**config.mk**
```make
export PLATFORM = sky130hd
export DESIGN_NAME = nyq_ups
export DESIGN_NICKNAME = d
export VERILOG_FILES = /design/src/rtl/nyq_ups.sv
export SDC_FILE = /design/constraint.sdc
export NUM_CORES = 1
export LEC_CHECK = 0
export CORE_MARGIN = 2
export CORE_UTILIZATION = 45
export DETAILED_ROUTE_END_ITERATION = 6
export DONT_BUFFER_PORTS = 1
export GPL_TIMING_DRIVEN = 0
export MAX_ROUTING_LAYER = met4
export SYNTH_ARGS = -nofsm -noshare
export SYNTH_HDL_FRONTEND = slang
export SYNTH_SLANG_ARGS = --single-unit
```
**constraint.sdc**
```tcl
create_clock -name Clk_CI -period 2.5 [get_ports Clk_CI]
set_clock_uncertainty 0.05 [all_clocks]
set_input_delay 0.375 -clock Clk_CI [delete_from_list [all_inputs] [get_ports Clk_CI]]
set_output_delay 0.375 -clock Clk_CI [all_outputs]
set_load 0.005 [all_outputs]
```
**src/rtl/nyq_ups.sv**
```systemverilog
// Upsampler feeding a Nyquist filter: emits one FIFO symbol per L-cycle period, zero-stuffed.
// Optional NYQ_UPS_HOLD_EN adds a config bit selecting zero-order hold instead of zero-stuffing.
module nyq_ups #(
    parameter int unsigned ADDR_WIDTH = 11,
    parameter int unsigned MEM_WIDTH  = 24,
    parameter int unsigned IN_WIDTH   = 24,
    parameter int unsigned OUT_WIDTH  = 24,
    parameter int unsigned FIFO_DEPTH = 4,
    parameter logic [ADDR_WIDTH-1:0] CFG_ADDR = ADDR_WIDTH'(11'h7FF)
) (
    input  logic                  Clk_CI,
    input  logic                  Rst_RBI,
    input  logic                  WrEn_SI,
    input  logic [ADDR_WIDTH-1:0] Addr_DI,
    input  logic [MEM_WIDTH-1:0]  PAR_In_DI,
    input  logic [IN_WIDTH-1:0]   Sym_In_DI,
    input  logic                  Sym_Valid_SI,
    output logic                  Sym_Ready_SO,
    output logic [OUT_WIDTH-1:0]  UPS_Out_DO,
    output logic                  UPS_Valid_SO,
    output logic                  Underrun_SO
);

    localparam int unsigned PtrW = (FIFO_DEPTH > 1) ? $clog2(FIFO_DEPTH) : 1;
    localparam int unsigned CntW = $clog2(FIFO_DEPTH + 1);
    localparam logic [CntW-1:0] DepthC  = CntW'(FIFO_DEPTH);
    localparam logic [PtrW-1:0] LastPtr = PtrW'(FIFO_DEPTH - 1);

    logic [IN_WIDTH-1:0]  fifo_q [FIFO_DEPTH];
    logic [PtrW-1:0]      wr_ptr_q, wr_ptr_d, rd_ptr_q, rd_ptr_d;
    logic [CntW-1:0]      cnt_q, cnt_d;
    logic [3:0]           l_q, l_d, l_act_q, l_act_d, p_q, p_d, l_cur;
    logic                 run_q, run_d;
    logic [OUT_WIDTH-1:0] out_q, out_d, held;
    logic                 valid_q, valid_d, und_q, und_d;
    logic                 cfg_wr, push, pop, phase0, und_ev, hold_mode;
    logic                 unused_par;

`ifdef NYQ_UPS_HOLD_EN
    logic                 hold_q, hold_d;
    logic [OUT_WIDTH-1:0] held_q, held_d;
    assign hold_mode = hold_q;
    assign held      = held_q;
`else
    assign hold_mode = 1'b0;
    assign held      = '0;
`endif

    assign unused_par   = ^PAR_In_DI[MEM_WIDTH-1:6];
    assign Sym_Ready_SO = (cnt_q < DepthC);
    assign UPS_Out_DO   = out_q;
    assign UPS_Valid_SO = valid_q;
    assign Underrun_SO  = und_q;

    always_comb begin
        cfg_wr  = WrEn_SI && (Addr_DI == CFG_ADDR);
        push    = Sym_Valid_SI && Sym_Ready_SO;
        phase0  = run_q && (p_q == 4'd0);
        pop     = phase0 && (cnt_q != '0);
        // A pending L only governs the period that starts on a phase-0 cycle.
        l_cur   = phase0 ? l_q : l_act_q;
        l_d     = l_q;
        run_d   = run_q;
        l_act_d = phase0 ? l_q : l_act_q;
        p_d     = 4'd0;
        out_d   = '0;
        valid_d = 1'b0;
        und_ev  = 1'b0;
`ifdef NYQ_UPS_HOLD_EN
        hold_d  = hold_q;
        held_d  = held_q;
`endif
        if (cfg_wr) begin
            l_d   = (PAR_In_DI[3:0] == 4'd0) ? 4'd1 : PAR_In_DI[3:0];
            run_d = PAR_In_DI[4];
`ifdef NYQ_UPS_HOLD_EN
            hold_d = PAR_In_DI[6];
`endif
        end
        if (run_q) begin
            p_d = ((p_q + 4'd1) == l_cur) ? 4'd0 : p_q + 4'd1;
            if (phase0) begin
                if (pop) begin
                    out_d   = OUT_WIDTH'($signed(fifo_q[rd_ptr_q]));
                    valid_d = 1'b1;
                end else begin
                    und_ev = 1'b1;
                end
`ifdef NYQ_UPS_HOLD_EN
                held_d = out_d;
`endif
            end else if (hold_mode) begin
                out_d = held;
            end
        end
        und_d    = (und_q && !(cfg_wr && PAR_In_DI[5])) || und_ev;
        wr_ptr_d = push ? ((wr_ptr_q == LastPtr) ? '0 : wr_ptr_q + 1'b1) : wr_ptr_q;
        rd_ptr_d = pop ? ((rd_ptr_q == LastPtr) ? '0 : rd_ptr_q + 1'b1) : rd_ptr_q;
        cnt_d    = cnt_q + CntW'(push) - CntW'(pop);
    end

    always_ff @(posedge Clk_CI) begin
        if (push) begin
            fifo_q[wr_ptr_q] <= Sym_In_DI;
        end
    end

    always_ff @(posedge Clk_CI) begin
        if (!Rst_RBI) begin
            wr_ptr_q <= '0;
            rd_ptr_q <= '0;
            cnt_q    <= '0;
            l_q      <= 4'd4;
            l_act_q  <= 4'd4;
            p_q      <= 4'd0;
            run_q    <= 1'b0;
            out_q    <= '0;
            valid_q  <= 1'b0;
            und_q    <= 1'b0;
`ifdef NYQ_UPS_HOLD_EN
            hold_q   <= 1'b0;
            held_q   <= '0;
`endif
        end else begin
            wr_ptr_q <= wr_ptr_d;
            rd_ptr_q <= rd_ptr_d;
            cnt_q    <= cnt_d;
            l_q      <= l_d;
            l_act_q  <= l_act_d;
            p_q      <= p_d;
            run_q    <= run_d;
            out_q    <= out_d;
            valid_q  <= valid_d;
            und_q    <= und_d;
`ifdef NYQ_UPS_HOLD_EN
            hold_q   <= hold_d;
            held_q   <= held_d;
`endif
        end
    end

endmodule
```
==> run metrics <==
# DRC 0; Worst Hold Class in -> reg; layout cells sized above 1 0.242; mean number of vias per cell 5.13; min-delay src PAR_In_DI[2]; DIE HEIGHT between 100 and 150 µm; die width 112 µm; IO Pins 90; Crit. End Element flop; reg2reg setup slack about 130 ps; Pre-antenna DRT Iters 4; Synth area leaders edfxtp_1, dfxtp_1, mux4_2, nor2b_1, ha_1; Hold Path Stages 2; Pleak 2.11 nW; Worst path slowest cell fa_2; Slew HR 0.146; root buffer cell clkbuf_16; critical path class reg -> reg; cells along the critical path inv_2, ha_1, and4bb_1, buf_6, o31a_4, ha_4, inv_1, ha_2, inv_1, fa_2, xnor2_2, xnor2_1, and2_1; CTS tree yes; via count of the first global-routing pass about 2600; Critical Path Fanout Max 4; period utilization 0.946; Core ar. around 0.011 mm²; Synth Net Count ~360; CP max stage delay around 370 ps; Num CTS Buffers 17; most used cell, CP inv_1; total grt overflow 0; Distinct cells, synth 33; dpl hpwl between 5 and 6 mm; Commonest cells post-synth edfxtp_1, dfxtp_1, nor2b_1, mux4_2, mux2i_1; Post-synth EDFFs 96; CP Launch Type flop; Max clock buf depth 2; count leader, synth edfxtp_1; setup violators final 0; synthesized area per cell 18.4 µm²; total number of vias roughly 2500; Reg clk slew, reported paths about 60 ps; Worst Tran Pin Value roughly 1300 ps; Row Count 39; worst r2r path cells 13; Post-Syn Area roughly 0.0053 mm²; R2R Path End cnt_q[2]; power per cell area a little under 900 mW/mm²; critical register-to-register path startpoint p_q[0]; routed wire length about 8.6 mm; largest area contributor in the netlist edfxtp_1; sequential area share after synthesis 0.724; Synth Warn # 0; Arr. time, crit path about 2600 ps; maximum clock rate ~420 MHz; placer congestion estimate 0.720; Main synth FF type edfxtp_1; Worst-Skew Late Latency roughly 410 ps; flops & latches, synth about 140; DR WL/cell 17.6 µm; top cell type's share of synthesized area 0.549; outcome finished, final reports clean; Mapped Cells between 200 and 300; Hold Slack approximately 44 ps; H-tree Lvls 4; Max-Cap Viols 0; Routed Antenna Nets 0; Ant. Diodes 0; final worst slack around 130 ps; post-route minimum period between 2000 and 2500 ps; port buffer count 0; clock sink total approximately 140; pre-CTS setup slack -123 ps; Max Slew Vio Count 0; Total Nets Final between 400 and 500; first-pass GRT wire length about 14 mm; asr flop ratio synth 0; total global-route track usage 0.157; Hold Path Sink l_q[2]; initial drt markers 144; initial antenna violation count 0; RSZ-0062 raised after global routing no; maximum vdd drop approximately 0.0007 V; Syn-to-layout area delta 20.1%; Final Hold Vio Count 0; initial core utilization 0.460; die footprint 0.0126 mm²; Worst EP required about 2800 ps; largest net degree at the start of global routing 25
[worst max-delay path: cells and delay by family, from the launching register on]
kind / cells / cell delay [ps]
compound gates: 1 / 110
xor+xnor: 2 / 260
fa+ha+maj: 4 / 910
buf+inv: 4 / 260
flops: 1 / 330
simple gates: 2 / 340
[power by group]
| group | leakage [nW] | switching [mW] | internal [mW] | total (mW) |
|---|---|---|---|---|
| sequential | 1.25 | 0.0594 | 2.72 | 2.78 |
| clock | 0.270 | 0.908 | 1.49 | 2.39 |
| combinational | 0.583 | 0.188 | 0.173 | 0.361 |
| total | 2.11 | 1.16 | 4.38 | 5.53 |
[final cells by class]
type / count / area, µm²
repair buffers: 29 / 278
flip-flops and latches: 142 / 3810
clock buffers: 21 / 450
fillers: 924 / 5110
well taps: 143 / 179
plain buffers: 11 / 71.3
inverters: 9 / 33.8
multi-input cells: 124 / 1370
clock inverters: 11 / 119
[placed cells by master, fill, tap and decap left out, types with 2 or more instances in the layout]
master and n:
ha_1 7, clkbuf_16 17, and2_1 6, bufinv_16 2, dfxtp_2 3, xor2_1 2, dfxtp_1 43, clkinvlp_4 3
clkinv_2 3, dlygate4sd3_1 24, and2b_1 2, nand4_1 3, nor2_1 4, clkbuf_1 7, mux2i_1 10, buf_4 6
buf_6 3, xnor2_1 5, inv_1 8, o21a_1 2, buf_2 3, mux4_2 24, nor2b_1 24, nor2b_2 9
edfxtp_1 96, clkinv_4 2, nand3_1 3, nand2_1 3, nor3_1 2, a41oi_1 4, nand3b_1 2
[metal layers]
metal | part of all wire | vias to the layer above | GRT usage
met5 | 0 | - | -
met4 | 0.022 | 0 | 0.0780
met3 | 0.038 | 17 | 0.0535
met2 | 0.49 | 57 | 0.230
met1 | 0.45 | 1259 | 0.197
li1 | - | 1180 | -
[timing repair]
item,4_1_cts,5_1_grt
setup endpoints to repair,1,3
hold endpoints to repair,96,0
gates resized for setup,3,6
hold buffers,24,0
pin swaps,0,2
buffers inserted,1,4
[sequential cells by signal, indices dropped and copies added, names as in the netlist]
register      cells
wr_ptr_q          2
cnt_q             3
l_act_q           4
l_q               4
UPS_Out_DO       24
UPS_Valid_SO      1
p_q               4
rd_ptr_q          2
fifo_q           96
Underrun_SO       1
run_q             1
[cells by family after synthesis]
kind of cell,after synthesis,synth area share
flip-flops,142,0.724
AND/OR/NAND/NOR,62,0.0786
adder cells (fa/ha/maj),10,0.0252
buffers and inverters,20,0.0200
multiplexers,34,0.122
XOR/XNOR,8,0.0133
AO/OA/AOI/OAI,10,0.0171
[through the flow]
| stage | area [µm²] | power (mW) | util | TNS, ps | instances |
|---|---|---|---|---|---|
| after floorplan | 5260 | 3.05 | - | 0 | 286 |
| after global placement | 5430 | 3.12 | 0.476 | -87.8 | 429 |
| after detailed placement | 5430 | 3.14 | 0.476 | -123 | 429 |
| after CTS | 6260 | 5.58 | 0.548 | 0 | 486 |
| after global routing | 6310 | 5.74 | 0.553 | 0 | 490 |
| final | 6310 | 5.53 | 0.553 | 0 | 490 |
[worst max path at each step]
stage | start | end | slack (ps) | depth (start not counted)
after floorplan | p_q[0] | cnt_q[2] | 50 | 13
after global placement | p_q[0] | cnt_q[2] | -90 | 13
after detailed placement | p_q[0] | cnt_q[2] | -120 | 13
after CTS | p_q[0] | cnt_q[2] | 40 | 13
after global routing | p_q[0] | cnt_q[2] | 5 | 13
final | p_q[0] | cnt_q[2] | 130 | 13
Power figures use the tool's default switching activity.
